[src/rtl/effect_chain_sequencer.sv]
// Effect chain sequencer: walks one captured sample through up to three effect
// stages, with config-change stage reset, per-stage timeout and sticky error flags.
module effect_chain_sequencer #(
    parameter int unsigned TIMEOUT      = 1023,
    parameter int unsigned RESET_CYCLES = 2
) (
    input  logic               clock,
    input  logic               reset,
    input  logic               ready,
    input  logic signed [11:0] sample_in,
    input  logic [4:0]         delay_amount,
    input  logic [2:0]         effect_enable,
    input  logic               clear_flags,
    input  logic [2:0]         stage_done,
    input  logic [35:0]        stage_out,
    output logic signed [11:0] stage_sample,
    output logic [2:0]         stage_start,
    output logic               stage_reset,
    output logic [4:0]         stage_delay_amount,
    output logic [2:0]         stage_enable,
    output logic signed [11:0] sample_out,
    output logic               sample_valid,
    output logic               busy,
    output logic               overrun_err,
    output logic               timeout_err
);
    localparam int unsigned TW = (TIMEOUT > 1) ? $clog2(TIMEOUT) : 1;
    localparam int unsigned RW = (RESET_CYCLES > 1) ? $clog2(RESET_CYCLES) : 1;

    typedef enum logic [2:0] {IDLE, CFG_RESET, LAUNCH, ARM, WAIT, OUTPUT} state_e;

    state_e             state_q, state_d;
    logic [1:0]         k_q, k_d;
    logic signed [11:0] work_q, work_d;
    logic [TW-1:0]      tmo_q, tmo_d;
    logic [RW-1:0]      rcnt_q, rcnt_d;
    logic [4:0]         dly_q, dly_d;
    logic [2:0]         en_q, en_d;
    logic signed [11:0] out_q, out_d;
    logic [2:0]         start_q, start_d;
    logic               rst_q, rst_d;
    logic               valid_q, valid_d;
    logic               busy_q, busy_d;
    logic               ovr_q, ovr_d;
    logic               terr_q, terr_d;
    logic               ovr_set, tmo_set, adv, en_sel, done_sel;
    logic [11:0]        out_sel;

    always_comb begin
        state_d = state_q;
        k_d     = k_q;
        work_d  = work_q;
        tmo_d   = tmo_q;
        rcnt_d  = rcnt_q;
        dly_d   = dly_q;
        en_d    = en_q;
        out_d   = out_q;
        ovr_set = 1'b0;
        tmo_set = 1'b0;
        adv     = 1'b0;
        case (k_q)
            2'd0:    out_sel = stage_out[11:0];
            2'd1:    out_sel = stage_out[23:12];
            default: out_sel = stage_out[35:24];
        endcase
        en_sel   = |((3'b001 << k_q) & en_q);
        done_sel = |((3'b001 << k_q) & stage_done);

        case (state_q)
            IDLE: begin
                // A config change always wins; a coincident sample is lost.
                if ({delay_amount, effect_enable} != {dly_q, en_q}) begin
                    dly_d   = delay_amount;
                    en_d    = effect_enable;
                    rcnt_d  = '0;
                    state_d = CFG_RESET;
                    ovr_set = ready;
                end else if (ready) begin
                    work_d  = sample_in;
                    k_d     = 2'd0;
                    state_d = LAUNCH;
                end
            end
            CFG_RESET: begin
                if (rcnt_q == RW'(RESET_CYCLES - 1)) state_d = IDLE;
                else rcnt_d = rcnt_q + 1'b1;
            end
            LAUNCH: begin
                if (en_sel) state_d = ARM;
                else adv = 1'b1;
            end
            ARM: begin
                tmo_d   = '0;
                state_d = WAIT;
            end
            WAIT: begin
                if (done_sel) begin
                    work_d = out_sel;
                    adv    = 1'b1;
                end else if (tmo_q == TW'(TIMEOUT - 1)) begin
                    tmo_set = 1'b1;
                    adv     = 1'b1;
                end else begin
                    tmo_d = tmo_q + 1'b1;
                end
            end
            OUTPUT:  state_d = IDLE;
            default: state_d = IDLE;
        endcase

        if (adv) begin
            if (k_q == 2'd2) begin
                state_d = OUTPUT;
            end else begin
                k_d     = k_q + 2'd1;
                state_d = LAUNCH;
            end
        end
        if (ready && state_q != IDLE) ovr_set = 1'b1;

        // Outputs are decoded from the next state so they are registered with it.
        start_d = (state_d == LAUNCH) ? ((3'b001 << k_d) & en_d) : '0;
        rst_d   = (state_d == CFG_RESET);
        valid_d = (state_d == OUTPUT);
        busy_d  = (state_d != IDLE);
        if (state_d == OUTPUT) out_d = work_d;
        ovr_d   = ovr_set | (ovr_q & ~clear_flags);
        terr_d  = tmo_set | (terr_q & ~clear_flags);
    end

    always_ff @(posedge clock) begin
        if (reset) begin
            state_q <= IDLE;
            k_q     <= '0;
            work_q  <= '0;
            tmo_q   <= '0;
            rcnt_q  <= '0;
            dly_q   <= '0;
            en_q    <= '0;
            out_q   <= '0;
            start_q <= '0;
            rst_q   <= 1'b0;
            valid_q <= 1'b0;
            busy_q  <= 1'b0;
            ovr_q   <= 1'b0;
            terr_q  <= 1'b0;
        end else begin
            state_q <= state_d;
            k_q     <= k_d;
            work_q  <= work_d;
            tmo_q   <= tmo_d;
            rcnt_q  <= rcnt_d;
            dly_q   <= dly_d;
            en_q    <= en_d;
            out_q   <= out_d;
            start_q <= start_d;
            rst_q   <= rst_d;
            valid_q <= valid_d;
            busy_q  <= busy_d;
            ovr_q   <= ovr_d;
            terr_q  <= terr_d;
        end
    end

    assign stage_sample       = work_q;
    assign stage_start        = start_q;
    assign stage_reset        = rst_q;
    assign stage_delay_amount = dly_q;
    assign stage_enable       = en_q;
    assign sample_out         = out_q;
    assign sample_valid       = valid_q;
    assign busy               = busy_q;
    assign overrun_err        = ovr_q;
    assign timeout_err        = terr_q;
endmodule

[config.mk]
export PLATFORM = sky130hd
export DESIGN_NAME = effect_chain_sequencer
export DESIGN_NICKNAME = d
export VERILOG_FILES = /design/src/rtl/effect_chain_sequencer.sv
export SDC_FILE = /design/constraint.sdc
export NUM_CORES = 1
export LEC_CHECK = 0
export BUFFER_PORTS_ARGS = -buffer_cell sky130_fd_sc_hd__buf_2
export CORE_MARGIN = 4
export CORE_UTILIZATION = 29
export CTS_CLUSTER_SIZE = 14
export DETAILED_ROUTE_END_ITERATION = 6
export SYNTH_ARGS = -nofsm -noshare
export SYNTH_HDL_FRONTEND = slang
export SYNTH_SLANG_ARGS = --single-unit
[constraint.sdc]
create_clock -name clock -period 2.19 [get_ports clock]
set_clock_uncertainty 0.1 [all_clocks]
set_input_delay 0.438 -clock clock [delete_from_list [all_inputs] [get_ports clock]]
set_output_delay 0.438 -clock clock [all_outputs]
set_load 0.02 [all_outputs]
==> flow_summary.yaml <==
outcome:
  status: "complete, no violations"
floorplanning:
  fp.dieH_microns: 110
  ioPinCount: 103
  core_area_sq_um: 10200
  start_util_pct: 29.6
  rows: 37
  die_w_microns: 110
  die-area_sq_um: 12100
clock_network:
  clockRootBuffer: "clkbuf_8"
  cts_hold_buf: 0
  clkSlewWorstSetupHoldPaths_ns: 0.10
  clk_latency_ns: 0.31
  clockBufferDepth: 2
  cts_resized: 0
  numCtsBuffers: 5
  cts_num_sinks: 56
  cts_htree_levels: 2
  post_cts_buffers: 0
  cts_tree: "yes"
critical_path:
  cp-start-kind: "register"
  cp_max_fo: 7
  crit_chain: "buf_4 > nand3b_1 > o21a_1 > o211ai_2 > nand2_1 > and4bb_1 > and4bb_1"
  cp_slowest_cell: "dfxtp_1"
  crit_required_ns: 2.30
  arrival_ns: 2.21
  path_class: "register to register"
  cp_num_buf_inv: 1
  cpPeakStageDelay_ns: 0.36
  crit_family: "simple AND/OR/NAND/NOR gates"
  setup.worst_path.end_class: "register"
  path_common_cell: "and4bb_1"
global_route:
  grt_start_max_net_pins: 26
  grt_pass1_vias: 2934
  track_usage_pct: 15.3
  antenna_found_initial: 0
  grt_pass1_wl_microns: 14500
  grt_overflow: 0
placement:
  dp_hpwl_microns: 7160
  pre_cts_ws_ns: -0.125
  place.gp.congestion: 0.792
  port_buffers: 102
detailed_routing:
  route.detailed.drc: 0
  viasPerCell: 5.03
  antenna_left: 0
  vias: 3047
  drt_iter0_markers: 263
  routedWlPerCell_microns: 15.6
  wl_microns: 9470
  dr.pass1.iters: 4
yosys:
  ys_seq_area_share_pct: 37.0
  syn_area_per_cell_sq_um: 8.44
  ys_seq_elements: 56
  ys_types: 53
  syn_area_sq_um: 3030
  synth_top_area_share_pct: 37.0
  syn_nets: 424
  async_flop_share_pct: 0
  synth_cells: 359
  yosys_warnings: 0
  post-synth-top-area-cell: "dfxtp_1"
  synthTopCellsByArea: "dfxtp_1, mux2i_1, nor2_1"
  synth_edf_count: 0
  synthFlopType: "dfxtp_1"
power_and_ir_drop:
  leakage_nw: 1.63
  ir_drop_mv: 0.279
  power.density_nw_per_um2: 515
sta:
  max_freq_mhz: 475
  finalSetupViolations: 0
  finalMaxSlewViolations: 0
  finalCriticalPeriod_ns: 2.10
  post-route-period-util_pct: 96.1
  setup_ws_ns: 0.0861
  slew_headroom_pct: 62.7
  fin_tns_setup_ns: 0
  rsz0062_at_grt: "true"
  tightest_slew_ns: 0.559
  hold_viol: 0
finish:
  area_growth_pct: 30.5
  drive_gt1_share_pct: 35.7
  nets: 534
  n_antenna_cell: 0
min_path:
  hold_path.class: "primary input to register"
flow_run:
  max_cap_viol_count: 0
## stage by stage
step                      util, %  instances  power (W)  hold slack, ns  instance area, sq um
final                        38.6        606    0.00203           0.276                  3950
after global routing         38.6        606    0.00214           0.278                  3950
after CTS                    38.3        605    0.00207           0.266                  3920
after detailed placement     37.2        597    0.00137           0.366                  3800
after global placement       37.2        597    0.00136           0.357                  3800
after floorplan                 -        359    0.00123           0.355                  3030
## cell type report
class                           instances  area, sq um
Timing Repair Buffer                  127          723
Clock buffer                            5         68.8
Inverter                                4         15.0
Multi-Input combinational cell        275         1800
Clock inverter                          3         47.5
Fill cell                            1052         6280
Sequential cell                        56         1120
Tap cell                              136          170
## per-layer routing
metal | vias up | global-route usage [%] | wire [microns]
met5 | - | 0 | 0
met3 | 12 | 3.90 | 699
met1 | 1439 | 20.9 | 4320
met4 | 0 | 5.01 | 156
li1 | 1507 | - | -
met2 | 89 | 23.4 | 4300
## final timing paths
check,from,slack [ns],cells after the start,endpoint
worst max-delay path,k_q[0]$_SDFF_PP0_,0.09,7,stage_start[1]$_SDFF_PP0_
worst min-delay path,delay_amount[2],0.28,3,stage_delay_amount[2]$_SDFFE_PP0P_
worst max register to register,k_q[0]$_SDFF_PP0_,0.09,7,stage_start[1]$_SDFF_PP0_
worst min register to register,timeout_err$_SDFF_PP0_,0.38,2,timeout_err$_SDFF_PP0_
## cells in the mapped netlist (4+ instances only)
cell type and number:
mux2i_1 19, nor3_1 4, a31oi_1 12, o21ai_1 12, inv_1 4, and3_1 23
xor2_1 4, xnor2_1 7, nand3_1 6, a211oi_2 10, clkbuf_1 13, nand2_1 38
o21ai_0 17, nor2_1 44, a21oi_1 16, buf_2 6, nand4_1 6, dfxtp_1 56
nand2b_1 4
## cells in the final DEF (no fill, tap or decap), types with 5 or more instances in the layout
cell type    n
buf_2      102
dfxtp_1     53
nor2_1      44
nand2_1     38
and3_1      23
buf_4       23
mux2i_1     18
o21ai_0     17
a21oi_1     16
o21ai_1     12
a31oi_1     12
a211oi_2    10
xnor2_1      7
nand4_1      6
nand3_1      6
clkbuf_8     5
## worst reg2reg max path, cell delays in order (launching register included)
cell	delay [ns]
dfxtp_1	0.36
buf_4	0.16
nand3b_1	0.21
o21a_1	0.17
o211ai_2	0.31
nand2_1	0.20
and4bb_1	0.28
and4bb_1	0.21
## logic make-up (layout without fill, tap and decap cells)
| group | count (synthesis) | in the layout | synth area share [%] |
|---|---|---|---|
| simple gates | 154 | 154 | 27.1 |
| compound gates | 84 | 85 | 19.1 |
| flops | 56 | 56 | 37.0 |
| buf+inv | 29 | 139 | 4.46 |
| mux | 20 | 20 | 6.65 |
| xor+xnor | 14 | 14 | 4.79 |
| fa+ha+maj | 2 | 2 | 0.826 |
## sequential cells by signal, indices dropped and copies added (netlist names)
| register | flops |
|---|---|
| timeout_err | 1 |
| tmo_q | 10 |
| stage_delay_amount | 5 |
| stage_start | 3 |
| stage_sample | 12 |
| rcnt_q | 1 |
| sample_valid | 1 |
| busy | 1 |
| k_q | 2 |
| stage_enable | 3 |
| stage_reset | 1 |
| state_q | 3 |
| sample_out | 12 |
| overrun_err | 1 |
## where the power goes
group          leakage, nW  internal (W)  total [W]  switching, W
combinational         1.12      0.000125   0.000283      0.000159
clock               0.0583      0.000345   0.000693      0.000348
sequential           0.456       0.00104    0.00106     0.0000198
No activity file was read; power rests on OpenSTA's default activity.
